$ cat src/rtl/led_pwm_pkg.sv
// rtl/led_pwm_pkg.sv - register map, CTRL bit indices, duty limit and fade state encoding
package led_pwm_pkg;

   localparam logic [1:0] ADDR_CTRL     = 2'd0;
   localparam logic [1:0] ADDR_PRESCALE = 2'd1;
   localparam logic [1:0] ADDR_DUTY     = 2'd2;
   localparam logic [1:0] ADDR_STATUS   = 2'd3;

   localparam int CTRL_EN     = 0;
   localparam int CTRL_FADE   = 1;
   localparam int STATUS_BUSY = 16;

   localparam logic [8:0] DUTY_MAX = 9'd256;

   typedef enum logic [1:0] {
      IDLE = 2'd0,
      UP   = 2'd1,
      DOWN = 2'd2
   } fade_state_t;

   // Targets above full scale clamp to full scale rather than wrapping.
   function automatic logic [8:0] sat_duty(input logic [31:0] value);
      return (value > 32'(DUTY_MAX)) ? DUTY_MAX : value[8:0];
   endfunction

endpackage

$ cat src/rtl/led_pwm_timebase.sv
// rtl/led_pwm_timebase.sv - prescaler and 8-bit PWM phase counter with tick/period_end
module led_pwm_timebase #(
   parameter int PRESCALE_W = 16
) (
   input  logic                  clk,
   input  logic                  reset_n,
   input  logic [PRESCALE_W-1:0] prescale,
   input  logic                  prescale_wr,
   output logic [7:0]            pwm_cnt,
   output logic                  tick,
   output logic                  period_end
);

   logic [PRESCALE_W-1:0] pre_cnt;
   logic                  wrap;

   // A prescale write restarts the prescaler and swallows any tick in that cycle.
   assign wrap       = (pre_cnt >= prescale);
   assign tick       = wrap && !prescale_wr;
   assign period_end = tick && (pwm_cnt == 8'hFF);

   always_ff @(posedge clk or negedge reset_n) begin
      if (!reset_n) begin
         pre_cnt <= '0;
         pwm_cnt <= '0;
      end else begin
         if (prescale_wr || wrap)
            pre_cnt <= '0;
         else
            pre_cnt <= pre_cnt + PRESCALE_W'(1);
         if (tick)
            pwm_cnt <= pwm_cnt + 8'd1;
      end
   end

endmodule

$ cat src/rtl/led_pwm_dimmer.sv
// rtl/led_pwm_dimmer.sv - masked shared-duty PWM LED driver; LED_PWM_FADE_EN adds duty fading
module led_pwm_dimmer
   import led_pwm_pkg::*;
#(
   parameter int CHANNELS   = 26,
   parameter int PRESCALE_W = 16
) (
   input  logic                clk,
   input  logic                reset_n,
   input  logic [1:0]          address,
   input  logic                chipselect,
   input  logic                write_n,
   input  logic [31:0]         writedata,
   output logic [31:0]         readdata,
   input  logic [CHANNELS-1:0] led_mask,
   output logic [CHANNELS-1:0] led_out
);

   logic                  wr;
   logic                  ctrl_en;
   logic                  ctrl_fade;
   logic [PRESCALE_W-1:0] prescale;
   logic [8:0]            target;
   logic [8:0]            cur_duty;
   logic [8:0]            cur_next;
   logic                  fade_busy;
   logic [7:0]            pwm_cnt;
   logic                  tick;
   logic                  period_end;

   assign wr = chipselect && !write_n;

   led_pwm_timebase #(.PRESCALE_W(PRESCALE_W)) u_timebase (
      .clk         (clk),
      .reset_n     (reset_n),
      .prescale    (prescale),
      .prescale_wr (wr && (address == ADDR_PRESCALE)),
      .pwm_cnt     (pwm_cnt),
      .tick        (tick),
      .period_end  (period_end)
   );

   always_ff @(posedge clk or negedge reset_n) begin
      if (!reset_n) begin
         ctrl_en  <= 1'b0;
         prescale <= '0;
         target   <= '0;
      end else if (wr) begin
         case (address)
            ADDR_CTRL:     ctrl_en  <= writedata[CTRL_EN];
            ADDR_PRESCALE: prescale <= writedata[PRESCALE_W-1:0];
            ADDR_DUTY:     target   <= sat_duty(writedata);
            default:       ;
         endcase
      end
   end

`ifdef LED_PWM_FADE_EN
   fade_state_t state, state_next;

   always_ff @(posedge clk or negedge reset_n) begin
      if (!reset_n)
         ctrl_fade <= 1'b0;
      else if (wr && (address == ADDR_CTRL))
         ctrl_fade <= writedata[CTRL_FADE];
   end

   always_ff @(posedge clk or negedge reset_n) begin
      if (!reset_n)
         state <= IDLE;
      else
         state <= state_next;
   end

   // Direction is re-chosen at every boundary, so a retargeted fade never overshoots.
   always_comb begin
      state_next = state;
      case (state)
         IDLE: begin
            if (ctrl_fade && (target > cur_duty))
               state_next = UP;
            else if (ctrl_fade && (target < cur_duty))
               state_next = DOWN;
         end
         UP, DOWN: begin
            if (period_end) begin
               if (!ctrl_fade)
                  state_next = IDLE;
               else if (target > cur_duty)
                  state_next = (cur_duty + 9'd1 == target) ? IDLE : UP;
               else if (target < cur_duty)
                  state_next = (cur_duty - 9'd1 == target) ? IDLE : DOWN;
               else
                  state_next = IDLE;
            end
         end
         default: state_next = IDLE;
      endcase
   end

   always_comb begin
      cur_next  = cur_duty;
      fade_busy = (state != IDLE);
      if (period_end) begin
         if (!ctrl_fade)
            cur_next = target;
         else if (state != IDLE) begin
            if (target > cur_duty)
               cur_next = cur_duty + 9'd1;
            else if (target < cur_duty)
               cur_next = cur_duty - 9'd1;
         end
      end
   end
`else
   assign ctrl_fade = 1'b0;
   assign fade_busy = 1'b0;
   assign cur_next  = period_end ? target : cur_duty;
`endif

   // Duty only moves on a period boundary so no PWM period is ever truncated.
   always_ff @(posedge clk or negedge reset_n) begin
      if (!reset_n) begin
         cur_duty <= '0;
         led_out  <= '0;
      end else begin
         cur_duty <= cur_next;
         led_out  <= (ctrl_en && ({1'b0, pwm_cnt} < cur_duty)) ? led_mask : '0;
      end
   end

   always_comb begin
      readdata = '0;
      case (address)
         ADDR_CTRL: begin
            readdata[CTRL_EN]   = ctrl_en;
            readdata[CTRL_FADE] = ctrl_fade;
         end
         ADDR_PRESCALE: readdata[PRESCALE_W-1:0] = prescale;
         ADDR_DUTY:     readdata[8:0] = target;
         ADDR_STATUS: begin
            readdata[8:0]       = cur_duty;
            readdata[STATUS_BUSY] = fade_busy;
         end
         default: ;
      endcase
   end

endmodule

$ cat config.mk
export PLATFORM = sky130hd
export DESIGN_NAME = led_pwm_dimmer
export DESIGN_NICKNAME = d
export VERILOG_FILES = /design/src/rtl/led_pwm_pkg.sv /design/src/rtl/led_pwm_timebase.sv /design/src/rtl/led_pwm_dimmer.sv
export SDC_FILE = /design/constraint.sdc
export NUM_CORES = 1
export LEC_CHECK = 0
export CAP_MARGIN = 25
export CELL_PAD_IN_SITES_DETAIL_PLACEMENT = 2
export CELL_PAD_IN_SITES_GLOBAL_PLACEMENT = 2
export CORE_UTILIZATION = 39
export CTS_CLUSTER_DIAMETER = 80
export DETAILED_ROUTE_END_ITERATION = 10
export DONT_BUFFER_PORTS = 1
export PLACE_DENSITY = 0.77
export SYNTH_ARGS = -nofsm -noshare
export SYNTH_HDL_FRONTEND = slang
export SYNTH_SLANG_ARGS = --single-unit
$ cat constraint.sdc
create_clock -name clk -period 3.1 [get_ports clk]
set_input_delay 0.155 -clock clk [delete_from_list [all_inputs] [get_ports clk]]
set_output_delay 0.155 -clock clk [all_outputs]
set_load 0.05 [all_outputs]
Word-level counts from Yosys, hierarchy flattened
Cells that the tools add are included.
- equal/unequal tests: 4
- muxes and demuxes: 6
- $lt $le $gt $ge: 3
- add/subtract/negate cells: 2
- reduce and logical (&&, ||, !) cells: 12
- operators by type and width (kind ; number):
    $gt 32x9->1 const B ; 1
    $mux 26 ; 1
    $pmux 7 s3 ; 1
    $add 16x1->16 const B ; 1
    $ge 16x16->1 ; 1
    $mux 16 ; 1
    $lt 8x9->1 ; 1
    $mux 9 ; 1
    $add 8x1->8 const B ; 1
    $eq 8x8->1 const B ; 1
    $pmux 2 s4 ; 1
    $mux 7 ; 1
    $reduce_and 2->1 ; 3
    $logic_and 1x1->1 ; 5
    $eq 2x2->1 const B ; 2
    $eq 2x1->1 const B ; 1
    $logic_not 1->1 ; 2
    $logic_not 2->1 ; 1
    $logic_or 1x1->1 ; 1
- register bits: 85
- bits of input ports: 64
- output and inout bits: 58
- word-level logic and storage cells: 34

Logic depth before layout (Yosys ltp)
Gate-level depths: netlist (run 1).
- depth in word-level cells: 6
- depth in mapped cells: 10
- depth with buffers taken out: 8

By module
From an unflattened synthesis (run 1), not the netlist that was laid out.
- cell total of the unflattened synthesis: 379
- area total of the unflattened synthesis: 4613.2 um2
- by module, submodules not included (module ; area each (um2) ; cells each ; times used ; sequential area each (um2)):
    led_pwm_dimmer ; 2989.1 ; 222 ; 1 ; 1526.5
    led_pwm_timebase ; 1624.1 ; 157 ; 1 ; 600.6

Least setup slack after synthesis (run 1)
OpenSTA, ideal clock, no wires.
- path type: register -> register
- start point: register u_timebase.pre_cnt[13]
- end point: register cur_duty[0]
- path buffers: 0
- data required time: 2.975 ns
- library setup time: 0.125 ns
- path slack: 0.703 ns
- period minus slack after synthesis: 2.397 ns
- stages on the path, launching flop included: 8
- arrival: 2.272 ns
- cell sequence: dfrtp_1 -> ha_1 -> and4_4 -> nand4_1 -> a2111oi_1 -> a211oi_2 -> nor3_4 -> mux2_2
- cells in the longest elaborated chain, start to end: 3
- RTL lines (element ; line ; source):
    from (decl) ; led_pwm_timebase.sv:14 ; logic [PRESCALE_W-1:0] pre_cnt;
    from (signal assigned) ; led_pwm_timebase.sv:30 ; pre_cnt <= pre_cnt + PRESCALE_W'(1);
    $ge 16x16->1 ; led_pwm_timebase.sv:18 ; assign wrap = (pre_cnt >= prescale);
    $logic_and 1x1->1 ; led_pwm_timebase.sv:19 ; assign tick = wrap && !prescale_wr;
    $logic_and 1x1->1 ; led_pwm_timebase.sv:20 ; assign period_end = tick && (pwm_cnt == 8'hFF);
    to (signal assigned) ; led_pwm_dimmer.sv:127 ; cur_duty <= cur_next;
    to (decl) ; led_pwm_dimmer.sv:24 ; logic [8:0] cur_duty;
No other way between the ends.
A chain may end at the register's enable or synchronous reset.

Worst setup path in the final report (run 1)
- start point: register prescale[14]
- end point: register cur_duty[7]
- cells in the longest elaborated chain, start to end: 3
- RTL lines (element ; line ; source):
    from (decl) ; led_pwm_dimmer.sv:22 ; logic [PRESCALE_W-1:0] prescale;
    from (signal assigned) ; led_pwm_dimmer.sv:51 ; ADDR_PRESCALE: prescale <= writedata[PRESCALE_W-1:0];
    $ge 16x16->1 ; led_pwm_timebase.sv:18 ;
    $logic_and 1x1->1 ; led_pwm_timebase.sv:19 ;
    $logic_and 1x1->1 ; led_pwm_timebase.sv:20 ;
No other way between the ends.

==> run metrics, run 1 <==
status=finished clean; final setup TNS=0 ns; largest cells by area after synthesis=dfrtp_1 51%, ha_1 7.4%, mux2_2 5.1%; Hold WC Path Type=input pin to flip-flop; fmax=between 300 and 400 MHz; async set or reset register ratio after synthesis=1.00; clock latency on the worst-skew pair=0.37 ns; register bit total from synthesis=85; Pins Over Slew Limit=0; area delta synth->final=17.4%; largest net degree at the start of global routing=86; Startpoint Class=flip-flop; register area=2130 um2; CP arrival=3.14 ns; port buffer count=0; Final Cycle Share=0.929; Die Footprint=approximately 11000 um2; most frequent cell after synthesis=dfrtp_1; routed wire length per instance=around 25 um; CP Data Required Time=between 3 and 4 ns; RSZ-0062 raised after global routing=no; Final ANT Viol Nets=0; root buffer cell=clkbuf_8; max_cap viols=0; P per Cell Area=548 nW/um2; Gate Count Post-Synth=390; Unique masters post-synth=40; Synth Cell Area=4210 um2; DR DRC count=0; synth warn=0; CTS HTree Levels=3; IO Pins=122; area of the core=10400 um2; Clock Sinks=85; fin crit period=2.88 ns; gr ovfl total=0; first-pass GRT wire length=between 20000 and 25000 um; detailed placement HPWL=8190 um; 1st-iter DRT viols=95; die width=106 um; FILL cells=1059; Setup WS post-layout=0.221 ns; GRT Total Usage=0.268; vias in the first global route=3689; DR vias/cell=5.52; CTS Buf Count=9; Main synth FF type=dfrtp_1; Static Leakage=~2.4 nW; Die Ht=106 um; Cell Rows=37; Synth area leader=dfrtp_1; Starting Density=0.406; DP Worst Slack=0.386 ns; post-cts sizing count=0; Post-CTS Setup Bufs=0; clock skew=0.0129 ns; CTS tree=done; initial antenna violation count=0; Commonest cells post-synth=85 x dfrtp_1, 29 x and3_1, 27 x inv_1, 27 x nand2_1, 25 x ha_1; first-pass iteration count of the detailed router=4; Max Root-Sink Buffers=2; Synth Area per Inst=10.8 um2; placer congestion estimate=0.752; diode count=0; crit-path max FO=9; Slew @ Worst Pin=~0.8 ns; Setup CP Type=flip-flop to flip-flop; EDFF count, synth=0; share of layout cells above drive strength 1=0.109; post-synth top area share=0.506; Final nets=525; final WL=14200 um; Reg clk slew, reported paths=0.10 ns; Final Setup Violations=0; area occupied by multi-input gates=approximately 1900 um2; Slew headroom=0.456; Seq/Total Area, Yosys=0.506; CP endpoint kind=flip-flop; via count=around 3200; maximum VDD drop=0.000242 V; final hold vios=0
-- area by class of cell --
| class | instances | area share |
|---|---|---|
| Sequential cell | 85 | 0.431 |
| Multi-Input combinational cell | 264 | 0.377 |
| Timing Repair Buffer | 49 | 0.100 |
| Tap cell | 136 | 0.0345 |
| Clock buffer | 10 | 0.0279 |
| Inverter | 27 | 0.0205 |
| Clock inverter | 6 | 0.00912 |
-- metal layers --
| layer | track usage | wire [um] | vias to the layer above |
|---|---|---|---|
| met1 | 0.300 | 5460 | 1647 |
| li1 | - | - | 1413 |
| met4 | 0.147 | 688 | 0 |
| met3 | 0.0451 | 441 | 46 |
| met5 | 0 | 0 | - |
| met2 | 0.481 | 7610 | 77 |
-- registers in the layout (all words and copies together), names as in the netlist --
name and cells:
ctrl_en 1, cur_duty 9, led_out 26, prescale 16, target 9, u_timebase.pre_cnt 16
u_timebase.pwm_cnt 8
-- worst paths after layout --
path,slack (ns),endpoint,startpoint,cells past startpoint
setup / recovery,0.22,cur_duty[7],prescale[14],8
hold / removal,0.08,ctrl_en,address[0],2
setup reg to reg,0.22,cur_duty[7],prescale[14],8
hold reg to reg,0.52,u_timebase.pwm_cnt[7],u_timebase.pwm_cnt[7],1
max in group asynchronous,2.41,prescale[6],reset_n,2
min in group asynchronous,0.35,target[8],reset_n,2
-- per-stage QoR --
stage	area (um2)	instances	power (mW)	hold WS, ns	util
floorplan	4260	405	1.71	-0.141	-
global placement	4300	517	1.79	-0.137	0.414
detailed placement	4300	517	1.82	-0.138	0.414
CTS	4940	577	2.65	0.0693	0.476
global route	4940	577	2.82	0.0814	0.476
finish	4940	577	2.70	0.0781	0.476
-- worst max-delay path: stages, from the launching register on --
cell       delay [ns]
dfrtp_1          0.37
inv_1            0.10
ha_1             0.35
and4_4           0.25
nand4_1          0.10
a2111oi_1        0.45
a211oi_2         0.23
nor3_4           0.51
mux2_2           0.40
-- what timing repair did --
| item | in CTS | in global routing |
|---|---|---|
| setup endpoints to repair | 0 | 0 |
| endpoints found under the hold margin | 137 | 0 |
| hold buffers | 44 | 0 |
-- kinds of logic after synthesis --
kind of cell | count (synthesis) | share of synthesized area
XOR/XNOR | 21 | 0.0437
AND/OR/NAND/NOR | 128 | 0.164
buffers and inverters | 56 | 0.0663
flip-flops | 85 | 0.506
AO/OA/AOI/OAI | 54 | 0.0887
other | 1 | 0.000892
adder cells (fa/ha/maj) | 25 | 0.0744
multiplexers | 20 | 0.0562
-- power breakdown --
group          leakage (nW)  switching, mW  internal (mW)
logic                  1.19          0.366          0.216
clock network        0.0853          0.457          0.318
registers              1.12          0.142           1.21
total                  2.40          0.965           1.74
-- cells in the final DEF (no fill, tap or decap), types with 16 or more instances in the layout --
cell type      instances
ha_1                  25
nand2_1               27
conb_1                16
nor2_1                21
inv_1                 27
dfrtp_1               85
dlygate4sd3_1         43
o21ai_0               20
and3_1                29
mux2_2                19
a22o_1                16
xor2_1                16
Power figures use the tool's default switching activity.
==> run 2: changes to the inputs <==
--- a/config.mk
+++ b/config.mk
@@ -8,6 +8,7 @@
 export CAP_MARGIN = 25
 export CELL_PAD_IN_SITES_DETAIL_PLACEMENT = 2
 export CELL_PAD_IN_SITES_GLOBAL_PLACEMENT = 2
+export CORE_ASPECT_RATIO = 1.4
 export CORE_UTILIZATION = 39
 export CTS_CLUSTER_DIAMETER = 80
 export DETAILED_ROUTE_END_ITERATION = 10
==> run metrics, run 2 (synthesis results as in run 1) <==
worst reg2reg startpoint=prescale[15]; DR DRC count=0; worst reg2reg setup slack=0.21 ns; IO Pins=between 100 and 150; Startpoint Class=flip-flop; CTS tree=done; RSZ-0062 raised after global routing=no; Cell Rows=44; Final Setup Violations=0; vias in the first global route=3781; via count=3216; detailed placement HPWL=8390 um; Final ANT Viol Nets=0; largest net degree at the start of global routing=86; CP Cell Sequence=inv_1 > ha_1 > and4_4 > nand4_1 > a2111oi_1 > a211oi_2 > nor3_4 > mux2_2; CP bufs+invs=1; placer congestion estimate=0.759; FILL cells=around 1000; status=finished clean; met2 WL=8440 um; hold path depth=2; met3 WL=467 um; area of the core=10400 um2; clock skew=0.0105 ns; CP arrival=3.11 ns; DP Cell Count=520; gr ovfl total=0; Pins Over Slew Limit=0; Slew headroom=0.478; root buffer cell=clkbuf_16; Post-Layout Cell Count=579; max reg flops=26; crit-path max FO=9; first-pass GRT wire length=23700 um; GRT Total Usage=0.284; top flop regs=led_out x26, prescale x16, u_timebase.pre_cnt x16; most frequent cells in the layout=85 x dfrtp_1, 43 x dlygate4sd3_1, 29 x and3_1, 27 x inv_1, 27 x nand2_1; P per Cell Area=621 nW/um2; Slew @ Worst Pin=around 0.8 ns; Final Cycle Share=0.932; Die Footprint=11200 um2; CP endpoint kind=flip-flop; Critical Path Source=prescale[15]; worst r2r dst=cur_duty[2]; clock latency on the worst-skew pair=roughly 0.34 ns; hold_ws=between 0.1 and 0.15 ns; final hold vios=0; slowest CP cell=nor3_4; 1st-iter DRT viols=151; top layer in use=met4; Die Ht=125 um; post-cts sizing count=0; Max Root-Sink Buffers=2; initial antenna violation count=0; DR vias/cell=5.55; Starting Density=0.404; final WL=15100 um; CTS Buf Count=9; area delta synth->final=21.0%; die width=89.8 um; Reg clk slew, reported paths=0.07 ns; first-pass iteration count of the detailed router=4; routed wire length per instance=26.0 um; CP Data Required Time=3.32 ns; DP Area=4310 um2; diode count=0; fin area=5090 um2; Setup CP Type=flip-flop to flip-flop; Hold WC Path Type=input pin to flip-flop; Worst Hold Endpoint=ctrl_en; most common cell after layout, fill and taps aside=dfrtp_1; share of layout cells above drive strength 1=0.109; worst r2r path cells=8; hold path start=address[1]; maximum VDD drop=0.000372 V; Top reg by flops=led_out; met1 WL=5620 um; final setup TNS=0 ns; max_cap viols=0; Top delay family on crit path=simple AND/OR/NAND/NOR gates; port buffer count=0; Static Leakage=between 2 and 2.5 nW; fin crit period=about 2.9 ns; Final nets=526; Clock Sinks=between 80 and 90; critical path's largest stage delay=0.53 ns; CTS HTree Levels=3; fmax=346 MHz
-- run 2: cell count changes in the layout (fill, tap and decap cells not counted) --
| cell | delta |
|---|---|
| clkbuf_16 | +9 |
| clkbuf_8 | -9 |
| bufinv_16 | +2 |
| clkinv_4 | +2 |
| clkinvlp_4 | -2 |
| inv_6 | -2 |
| buf_4 | +1 |
| clkinv_2 | -1 |
-- run 2: cell type report --
class / count / area [um2] / area share
multi-input combinational: 264 / 1860 / 0.366
clock buffer: 10 / 239 / 0.0470
tap: 138 / 173 / 0.0339
clock inverter: 5 / 85.1 / 0.0167
timing repair buffer: 50 / 503 / 0.0988
sequential: 85 / 2130 / 0.418
inverter: 27 / 101 / 0.0199
-- run 2: repair_timing --
item / in CTS / in global routing
setup buffers: 0 / 0
hold buffers: 44 / 0
endpoints found under the hold margin: 137 / 0
-- run 2: power by group --
part | total (mW) | internal, mW | switching [mW]
Sequential | 1.35 | 1.21 | 0.143
Combinational | 0.615 | 0.221 | 0.393
Clock | 1.19 | 0.727 | 0.468
Total | 3.16 | 2.16 | 1.00
-- run 2: layer usage --
metal,vias to the layer above,global-route usage
met5,-,0
met2,89,0.524
met4,0,0.119
li1,1416,-
met3,35,0.0446
met1,1676,0.321
-- run 2: worst max-delay path by stage --
stage	slack [ns]	depth (start not counted)	end
6_report	0.21	8	cur_duty[2]
5_1_grt	0.07	8	cur_duty[2]
4_1_cts	0.24	8	cur_duty[1]
3_5_place_dp	0.38	8	cur_duty[2]
3_3_place_gp	0.51	7	cur_duty[4]
2_1_floorplan	0.70	7	cur_duty[0]
-- run 2: through the flow --
step / setup slack (ns) / utilization / power, mW
3_5_place_dp: 0.375 / 0.414 / 1.83
5_1_grt: 0.0705 / 0.489 / 3.27
3_3_place_gp: 0.506 / 0.414 / 1.79
6_report: 0.210 / 0.489 / 3.16
4_1_cts: 0.243 / 0.489 / 3.13
2_1_floorplan: 0.703 / - / 1.71
